==> src/rtl/ni_inject_routing_buf_if.sv <==
// Purpose : handshake/bus bundle between the NI packetiser/allocators and the
//           injection routing buffer.
// Ports   : master = packetiser + VA/SA side (drives flits and grants),
//           slave  = ni_inject_routing_buf (drives head flit, requests, status).
interface ni_inject_routing_buf_if #(
  parameter int FLIT_SIZE      = 64,
  parameter int FLIT_TYPE_SIZE = 2,
  parameter int NUM_VC         = 2
);
  // Packetiser -> buffer
  logic                      Req;
  logic [FLIT_SIZE-1:0]      Flit;
  logic [FLIT_TYPE_SIZE-1:0] FlitType;
  logic                      BroadcastFlit;
  logic                      Avail;

  // Allocator handshakes
  logic [NUM_VC-1:0]         Request_VA_L;
  logic [NUM_VC-1:0]         Grant_VA_FromL;
  logic [NUM_VC-1:0]         Request_SA_L;
  logic [NUM_VC-1:0]         Grant_SA_FromL;

  // Head flit towards the crossbar
  logic [FLIT_SIZE-1:0]      FlitOut;
  logic [FLIT_TYPE_SIZE-1:0] FlitTypeOut;
  logic                      BroadcastFlitL;
  logic [NUM_VC-1:0]         VcOut;

  // Sticky error flags
  logic                      Overflow;
  logic                      ProtoErr;

  modport master (
    output Req, Flit, FlitType, BroadcastFlit, Grant_VA_FromL, Grant_SA_FromL,
    input  Avail, Request_VA_L, Request_SA_L, FlitOut, FlitTypeOut,
           BroadcastFlitL, VcOut, Overflow, ProtoErr
  );

  modport slave (
    input  Req, Flit, FlitType, BroadcastFlit, Grant_VA_FromL, Grant_SA_FromL,
    output Avail, Request_VA_L, Request_SA_L, FlitOut, FlitTypeOut,
           BroadcastFlitL, VcOut, Overflow, ProtoErr
  );
endinterface

==> src/rtl/ni_inject_routing_buf.sv <==
// Purpose : NI injection routing stage; DEPTH-flit FIFO, one VA arbitration per
//           packet, one SA request per flit on the held VC.
// Latency : push at edge t -> head at t+1; header into empty FIFO requests VA in t+1;
//           SA grant in cycle k pops at edge k+1.
// Backpr. : Avail = FIFO not full (registered only); Req while full is dropped
//           and flagged in sticky Overflow.
// Ports   : clk, rst_p (sync active-high), bus (slave modport): Req/Flit/FlitType/
//           BroadcastFlit in, Avail out; Request/Grant VA and SA per VC; head flit
//           FlitOut/FlitTypeOut/BroadcastFlitL, VcOut; sticky Overflow, ProtoErr.
module ni_inject_routing_buf #(
  parameter int ID             = 0,
  parameter int FLIT_SIZE      = 64,
  parameter int FLIT_TYPE_SIZE = 2,
  parameter int NUM_VC         = 2,
  parameter int DEPTH          = 4
) (
  input  logic                    clk,
  input  logic                    rst_p,
  ni_inject_routing_buf_if.slave  bus
);

  localparam int PW = $clog2(DEPTH);
  localparam int CW = PW + 1;
  localparam logic [CW-1:0] FULL_CNT = CW'(DEPTH);

  // Flit type encodings, matching `header/`body/`tail/`header_tail in net_common.h
  localparam logic [FLIT_TYPE_SIZE-1:0] FT_HEADER      = FLIT_TYPE_SIZE'(0);
  localparam logic [FLIT_TYPE_SIZE-1:0] FT_BODY        = FLIT_TYPE_SIZE'(1);
  localparam logic [FLIT_TYPE_SIZE-1:0] FT_TAIL        = FLIT_TYPE_SIZE'(2);
  localparam logic [FLIT_TYPE_SIZE-1:0] FT_HEADER_TAIL = FLIT_TYPE_SIZE'(3);

  // The node ID is informational only; the named block makes a negative ID
  // visible in the elaborated hierarchy without affecting logic.
  if (ID < 0) begin : g_negative_node_id
  end

  typedef struct packed {
    logic [FLIT_SIZE-1:0]      flit;
    logic [FLIT_TYPE_SIZE-1:0] typ;
    logic                      bc;
  } entry_t;

  typedef enum logic [1:0] {
    IDLE    = 2'd0,
    VA_WAIT = 2'd1,
    ACTIVE  = 2'd2
  } state_t;

  entry_t            mem [DEPTH];
  logic [PW-1:0]     wr_ptr, rd_ptr, rd_ptr_p1;
  logic [CW-1:0]     count, count_n;
  state_t            state, state_n;
  logic [NUM_VC-1:0] vc, vc_n;
  logic              overflow, proto_err;

  entry_t            head;
  logic              empty, full, push, pop, proto_set;
  logic [NUM_VC-1:0] grant_vc;
  logic [NUM_VC-1:0] req_va, req_sa;
  logic              nxt_hdr;

  function automatic logic is_hdr(input logic [FLIT_TYPE_SIZE-1:0] t);
    return (t == FT_HEADER) || (t == FT_HEADER_TAIL);
  endfunction

  function automatic logic is_tail(input logic [FLIT_TYPE_SIZE-1:0] t);
    return (t == FT_TAIL) || (t == FT_HEADER_TAIL);
  endfunction

  // Lowest set bit, one-hot (zero if none set).
  function automatic logic [NUM_VC-1:0] lowest_bit(input logic [NUM_VC-1:0] v);
    logic [NUM_VC-1:0] r;
    r = '0;
    for (int i = NUM_VC - 1; i >= 0; i--) begin
      if (v[i]) begin
        r    = '0;
        r[i] = 1'b1;
      end
    end
    return r;
  endfunction

  assign head      = mem[rd_ptr];
  assign rd_ptr_p1 = rd_ptr + PW'(1);
  assign empty     = (count == '0);
  assign full      = (count == FULL_CNT);
  assign push      = bus.Req && !full;

  // Requests and pop decision for the current state.
  always_comb begin
    req_va    = '0;
    req_sa    = '0;
    pop       = 1'b0;
    proto_set = 1'b0;
    grant_vc  = lowest_bit(bus.Grant_VA_FromL);
    unique case (state)
      IDLE: begin
        // A non-header at the head of an unallocated FIFO is discarded.
        if (!empty && !is_hdr(head.typ)) begin
          pop       = 1'b1;
          proto_set = 1'b1;
        end
      end
      VA_WAIT: begin
        if (|bus.Grant_VA_FromL) begin
          // Request drops in the grant cycle; SA is requested on the new VC at once.
          req_sa = grant_vc;
          pop    = |(bus.Grant_SA_FromL & grant_vc);
        end else begin
          req_va = '1;
        end
      end
      ACTIVE: begin
        if (!empty) begin
          req_sa = vc;
          pop    = |(bus.Grant_SA_FromL & vc);
        end
      end
      default: ;
    endcase
  end

  // Whether the flit at the head after this edge will be a header; lets a
  // following packet request VA in the first cycle it sits at the head.
  always_comb begin
    nxt_hdr = 1'b0;
    if (pop) begin
      if (count > CW'(1)) begin
        nxt_hdr = is_hdr(mem[rd_ptr_p1].typ);
      end else if (push) begin
        nxt_hdr = is_hdr(bus.FlitType);
      end
    end else if (empty && push) begin
      nxt_hdr = is_hdr(bus.FlitType);
    end
  end

  // Next state and VC assignment.
  always_comb begin
    state_n = state;
    vc_n    = vc;
    unique case (state)
      IDLE: begin
        if (!empty) begin
          if (is_hdr(head.typ)) state_n = VA_WAIT;
        end else if (nxt_hdr) begin
          state_n = VA_WAIT;
        end
      end
      VA_WAIT: begin
        if (|bus.Grant_VA_FromL) begin
          vc_n    = grant_vc;
          state_n = ACTIVE;
        end
      end
      ACTIVE: ;
      default: state_n = IDLE;
    endcase
    // End of packet: release the VC (a header_tail popped in the VA grant
    // cycle therefore never shows a VC).
    if (pop && state != IDLE && is_tail(head.typ)) begin
      vc_n    = '0;
      state_n = nxt_hdr ? VA_WAIT : IDLE;
    end
  end

  always_comb begin
    count_n = count;
    unique case ({push, pop})
      2'b10:   count_n = count + CW'(1);
      2'b01:   count_n = count - CW'(1);
      default: count_n = count;
    endcase
  end

  always_ff @(posedge clk) begin
    if (rst_p) begin
      for (int i = 0; i < DEPTH; i++) mem[i] <= '0;
    end else if (push) begin
      mem[wr_ptr] <= '{flit: bus.Flit, typ: bus.FlitType, bc: bus.BroadcastFlit};
    end
  end

  always_ff @(posedge clk) begin
    if (rst_p) begin
      wr_ptr    <= '0;
      rd_ptr    <= '0;
      count     <= '0;
      state     <= IDLE;
      vc        <= '0;
      overflow  <= 1'b0;
      proto_err <= 1'b0;
    end else begin
      if (push) wr_ptr <= wr_ptr + PW'(1);
      if (pop)  rd_ptr <= rd_ptr_p1;
      count <= count_n;
      state <= state_n;
      vc    <= vc_n;
      if (bus.Req && full) overflow  <= 1'b1;
      if (proto_set)       proto_err <= 1'b1;
    end
  end

  assign bus.Avail          = !full;
  assign bus.Request_VA_L   = req_va;
  assign bus.Request_SA_L   = req_sa;
  assign bus.FlitOut        = head.flit;
  assign bus.FlitTypeOut    = head.typ;
  assign bus.BroadcastFlitL = head.bc;
  assign bus.VcOut          = vc;
  assign bus.Overflow       = overflow;
  assign bus.ProtoErr       = proto_err;

endmodule
==> src/flat_wrapper.sv <==
// flat-port wrapper written by rule: the top's interface ports become plain ports
module ni_inject_routing_buf_flat 
#(
  parameter int ID             = 0,
  parameter int FLIT_SIZE      = 64,
  parameter int FLIT_TYPE_SIZE = 2,
  parameter int NUM_VC         = 2,
  parameter int DEPTH          = 4
)
  (clk, rst_p, bus_Req, bus_Flit, bus_FlitType, bus_BroadcastFlit, bus_Grant_VA_FromL, bus_Grant_SA_FromL, bus_Avail, bus_Request_VA_L, bus_Request_SA_L, bus_FlitOut, bus_FlitTypeOut, bus_BroadcastFlitL, bus_VcOut, bus_Overflow, bus_ProtoErr);
  ni_inject_routing_buf_if #(.FLIT_SIZE(FLIT_SIZE), .FLIT_TYPE_SIZE(FLIT_TYPE_SIZE), .NUM_VC(NUM_VC)) bus_i ();
  input  logic clk;
  input  logic rst_p;
  input wire logic [$bits(bus_i.Req)-1:0] bus_Req;
  input wire logic [$bits(bus_i.Flit)-1:0] bus_Flit;
  input wire logic [$bits(bus_i.FlitType)-1:0] bus_FlitType;
  input wire logic [$bits(bus_i.BroadcastFlit)-1:0] bus_BroadcastFlit;
  input wire logic [$bits(bus_i.Grant_VA_FromL)-1:0] bus_Grant_VA_FromL;
  input wire logic [$bits(bus_i.Grant_SA_FromL)-1:0] bus_Grant_SA_FromL;
  output wire logic [$bits(bus_i.Avail)-1:0] bus_Avail;
  output wire logic [$bits(bus_i.Request_VA_L)-1:0] bus_Request_VA_L;
  output wire logic [$bits(bus_i.Request_SA_L)-1:0] bus_Request_SA_L;
  output wire logic [$bits(bus_i.FlitOut)-1:0] bus_FlitOut;
  output wire logic [$bits(bus_i.FlitTypeOut)-1:0] bus_FlitTypeOut;
  output wire logic [$bits(bus_i.BroadcastFlitL)-1:0] bus_BroadcastFlitL;
  output wire logic [$bits(bus_i.VcOut)-1:0] bus_VcOut;
  output wire logic [$bits(bus_i.Overflow)-1:0] bus_Overflow;
  output wire logic [$bits(bus_i.ProtoErr)-1:0] bus_ProtoErr;
  assign bus_i.Req = bus_Req;
  assign bus_i.Flit = bus_Flit;
  assign bus_i.FlitType = bus_FlitType;
  assign bus_i.BroadcastFlit = bus_BroadcastFlit;
  assign bus_i.Grant_VA_FromL = bus_Grant_VA_FromL;
  assign bus_i.Grant_SA_FromL = bus_Grant_SA_FromL;
  assign bus_Avail = bus_i.Avail;
  assign bus_Request_VA_L = bus_i.Request_VA_L;
  assign bus_Request_SA_L = bus_i.Request_SA_L;
  assign bus_FlitOut = bus_i.FlitOut;
  assign bus_FlitTypeOut = bus_i.FlitTypeOut;
  assign bus_BroadcastFlitL = bus_i.BroadcastFlitL;
  assign bus_VcOut = bus_i.VcOut;
  assign bus_Overflow = bus_i.Overflow;
  assign bus_ProtoErr = bus_i.ProtoErr;
  ni_inject_routing_buf #(.ID(ID), .FLIT_SIZE(FLIT_SIZE), .FLIT_TYPE_SIZE(FLIT_TYPE_SIZE), .NUM_VC(NUM_VC), .DEPTH(DEPTH)) u_core (.clk(clk), .rst_p(rst_p), .bus(bus_i));
endmodule
==> config.mk <==
export PLATFORM = sky130hd
export DESIGN_NAME = ni_inject_routing_buf_flat
export DESIGN_NICKNAME = d
export VERILOG_FILES = /design/src/rtl/ni_inject_routing_buf_if.sv /design/src/rtl/ni_inject_routing_buf.sv /design/src/flat_wrapper.sv
export SDC_FILE = /design/constraint.sdc
export NUM_CORES = 1
export LEC_CHECK = 0
export ABC_AREA = 1
export CAP_MARGIN = 10
export CORE_MARGIN = 5
export CORE_UTILIZATION = 35
export CTS_CLUSTER_SIZE = 20
export DETAILED_ROUTE_END_ITERATION = 12
export GPL_ROUTABILITY_DRIVEN = 0
export GPL_TIMING_DRIVEN = 1
export PLACE_DENSITY = 0.56
export SLEW_MARGIN = 30
export SYNTH_ARGS = -nofsm -noshare
export SYNTH_HDL_FRONTEND = slang
export SYNTH_SLANG_ARGS = --single-unit
==> constraint.sdc <==
create_clock -name clk -period 7.1 [get_ports clk]
set_clock_uncertainty 0.15 [all_clocks]
set_input_delay 1.775 -clock clk [delete_from_list [all_inputs] [get_ports clk]]
set_output_delay 1.775 -clock clk [all_outputs]
set_load 0.03 [all_outputs]
==> results.toml <==
[sta]
finalCritPeriodShare_pct = 75.94
setup_viol = 0
rsz0062_at_grt = "no"
slew_violations = 0
hold_violations = 0
worst_pin_slew_ns = 0.9340
tns_ns = 0
period_needed_ns = 5.392
slew_headroom_pct = 37.73
max_freq_mhz = 185.5

[drt]
drc = 0
vias = 9061
detail_route.wl_per_cell_um = 17.87
detail-route-antenna-nets = 0
avgViaCountPerCell = 4.864
drt_iter0_markers = 582
drt-total-wl_um = 33300
drtPass1Iterations = 5

[pwr]
leakage_nw = 5.996
power_frac_seq_pct = 35.6
p_sw_mw = 2.207
switching_share_pct = 37.07
p_per_area_nw_per_um2 = 379.7
p_comb_share_pct = 37.8
total_power_mw = 5.953
pwr-share-clk_pct = 26.7
ir_drop_uv = 191.4
cell_internal_pwr_mw = 3.746

[grt]
grt_pass1_vias = 9362
overflow = 0
grt_max_degree = 98
grt_pass1_wl_um = 52400
grt_usage_pct = 16.24
antenna_found_initial = 0

[synth]
synthCells = 1251
yosysTopAreaCellShare_pct = 63.43
yosysSeqAreaShare_pct = 65.79
yosys_most_used_dff = "edfxtp_1"
syn_area_per_cell_sq_um = 10.14
synth.most_common_cell = "nor2_1"
ys_warn_count = 0
async_flop_share_pct = 0
synth_area_sq_um = 12690
synth_top_area_cell = "edfxtp_1"
synth_cell_type_count = 32
yosys-top-cells-count = "411 x nor2_1, 268 x edfxtp_1, 152 x inv_1, 144 x o21ai_0, 66 x o22ai_1"
syn_nets = 1337
synth_area_leaders = "edfxtp_1 63%, nor2_1 12%, o21ai_0 5.7%"
ys_seq_elements = 283
synth_edf_count = 268

[worst_setup_path]
crit_path_max_fanout = 82
r2r_setup_slack_ns = 3.33
cp-start-kind = "flop"
cp.required_ns = 5.18
criticalPathCategory = "reg -> out"
worstPathArrival_ns = 3.47
cp-end-kind = "output port"

[clock_tree]
post_cts_resized = 0
holdBufCountCts = 0
post_cts_buffers = 0
htree_levels = 1
clk_latency_ns = 0.54
tritoncts = "yes"
path_clk_slew_ns = 0.06
cts.path.max_buffers = 3
numCtsBuffers = 31
cts_num_sinks = 283
cts-root-buf = "clkbuf_16"

[layout]
antennaDiodeCount = 0
fin_area_sq_um = 15680
fin_nets = 1463
finalCoreUtilization_pct = 43.97
syn2layout_area_growth_pct = 23.57
drive_above_1_share_pct = 7.275

[floorplan]
dieArea_sq_um = 40160
pin_count = 150
start_util_pct = 35.59
fp.dieH_um = 200.4
rows = 69
die_x_um = 200.4
coreArea_sq_um = 35660

[placed_design]
placed_cell_area_sq_um = 14650
dp_hpwl_um = 18000
port_buffers = 149

[hold_path]
hold_class = "reg -> reg"

[run_status]
status = "complete, no violations"

[job]
cap_violations = 0
## state kept, by name, summed over array words and instances, names as in the netlist, named ones only
name and count:
u_core.bus.Overflow 1, u_core.bus.ProtoErr 1, u_core.bus.VcOut 2, u_core.count 3
u_core.mem 268, u_core.rd_ptr 2, u_core.state 2, u_core.wr_ptr 2
## power groups by stage
| stage | clock network (mW) | registers (mW) | logic [mW] |
|---|---|---|---|
| after floorplan | 0 | 2.12 | 1.40 |
| after global placement | 0 | 2.15 | 2.26 |
| after detailed placement | 0 | 2.15 | 2.28 |
| after CTS | 1.62 | 2.12 | 2.29 |
| after global routing | 1.70 | 2.14 | 2.44 |
| final | 1.59 | 2.12 | 2.25 |
## worst max-delay path: stages (launching register included)
cell and delay, ns:
dfxtp_4 0.95, buf_4 0.62, o21ai_0 0.17, o22ai_1 0.37, clkdlybuf4s50_1 0.75
## layout by cell type, fill, tap and decap left out, drive strengths merged
cell type        n
xor2             1
o21bai           1
nor3             2
inv            165
o31ai            1
nand3           15
o21ai          144
clkinv           9
xnor2            1
bufinv           3
nor2           421
nand2           48
ha              12
buf             17
dfxtp           15
edfxtp         268
clkdlybuf4s50  149
o22ai           66
or2              1
a21oi           16
a32oi            1
clkbuf          46
## cell families (layout without fill, tap and decap cells)
logic type      Yosys count  count (layout)  share of synthesized area (%)
simple gates            487             487                          15.46
flops                   283             283                          65.79
buf+inv                 238             389                          7.553
compound gates          229             229                          9.871
fa+ha+maj                12              12                          1.183
xor+xnor                  2               2                         0.1381
## final cells by class
class / count / area, sq um
clock buffers: 46 / 872.1
clock inverters: 12 / 135.1
fillers: 3442 / 19980
inverters: 165 / 629.4
multi-input cells: 730 / 3430
flip-flops and latches: 283 / 8353
well taps: 461 / 576.8
repair buffers: 166 / 1683
## routing by layer
layer | routed length, um | track usage (%)
met5 | 0 | 0
met4 | 583 | 3.392
met3 | 1505 | 2.329
met2 | 16470 | 28.68
met1 | 14740 | 21.43
## worst paths after layout
check                                      endpoint  cells after the start           startpoint
worst max-delay path                 bus_FlitOut[0]                      4                 flop
worst min-delay path            u_core.bus.Overflow                      2  u_core.bus.Overflow
worst max register to register      u_core.count[2]                     15                 flop
worst min register to register  u_core.bus.Overflow                      2  u_core.bus.Overflow
## stage by stage
stage | setup WS [ns] | std cells | hold WS [ns]
after floorplan | 1.587 | 1251 | 0.3365
after global placement | 1.937 | 1802 | 0.2879
after detailed placement | 1.894 | 1804 | 0.2953
after CTS | 1.447 | 1862 | 0.3051
after global routing | 1.456 | 1863 | 0.3182
final | 1.708 | 1863 | 0.3005
Power figures use the tool's default switching activity.
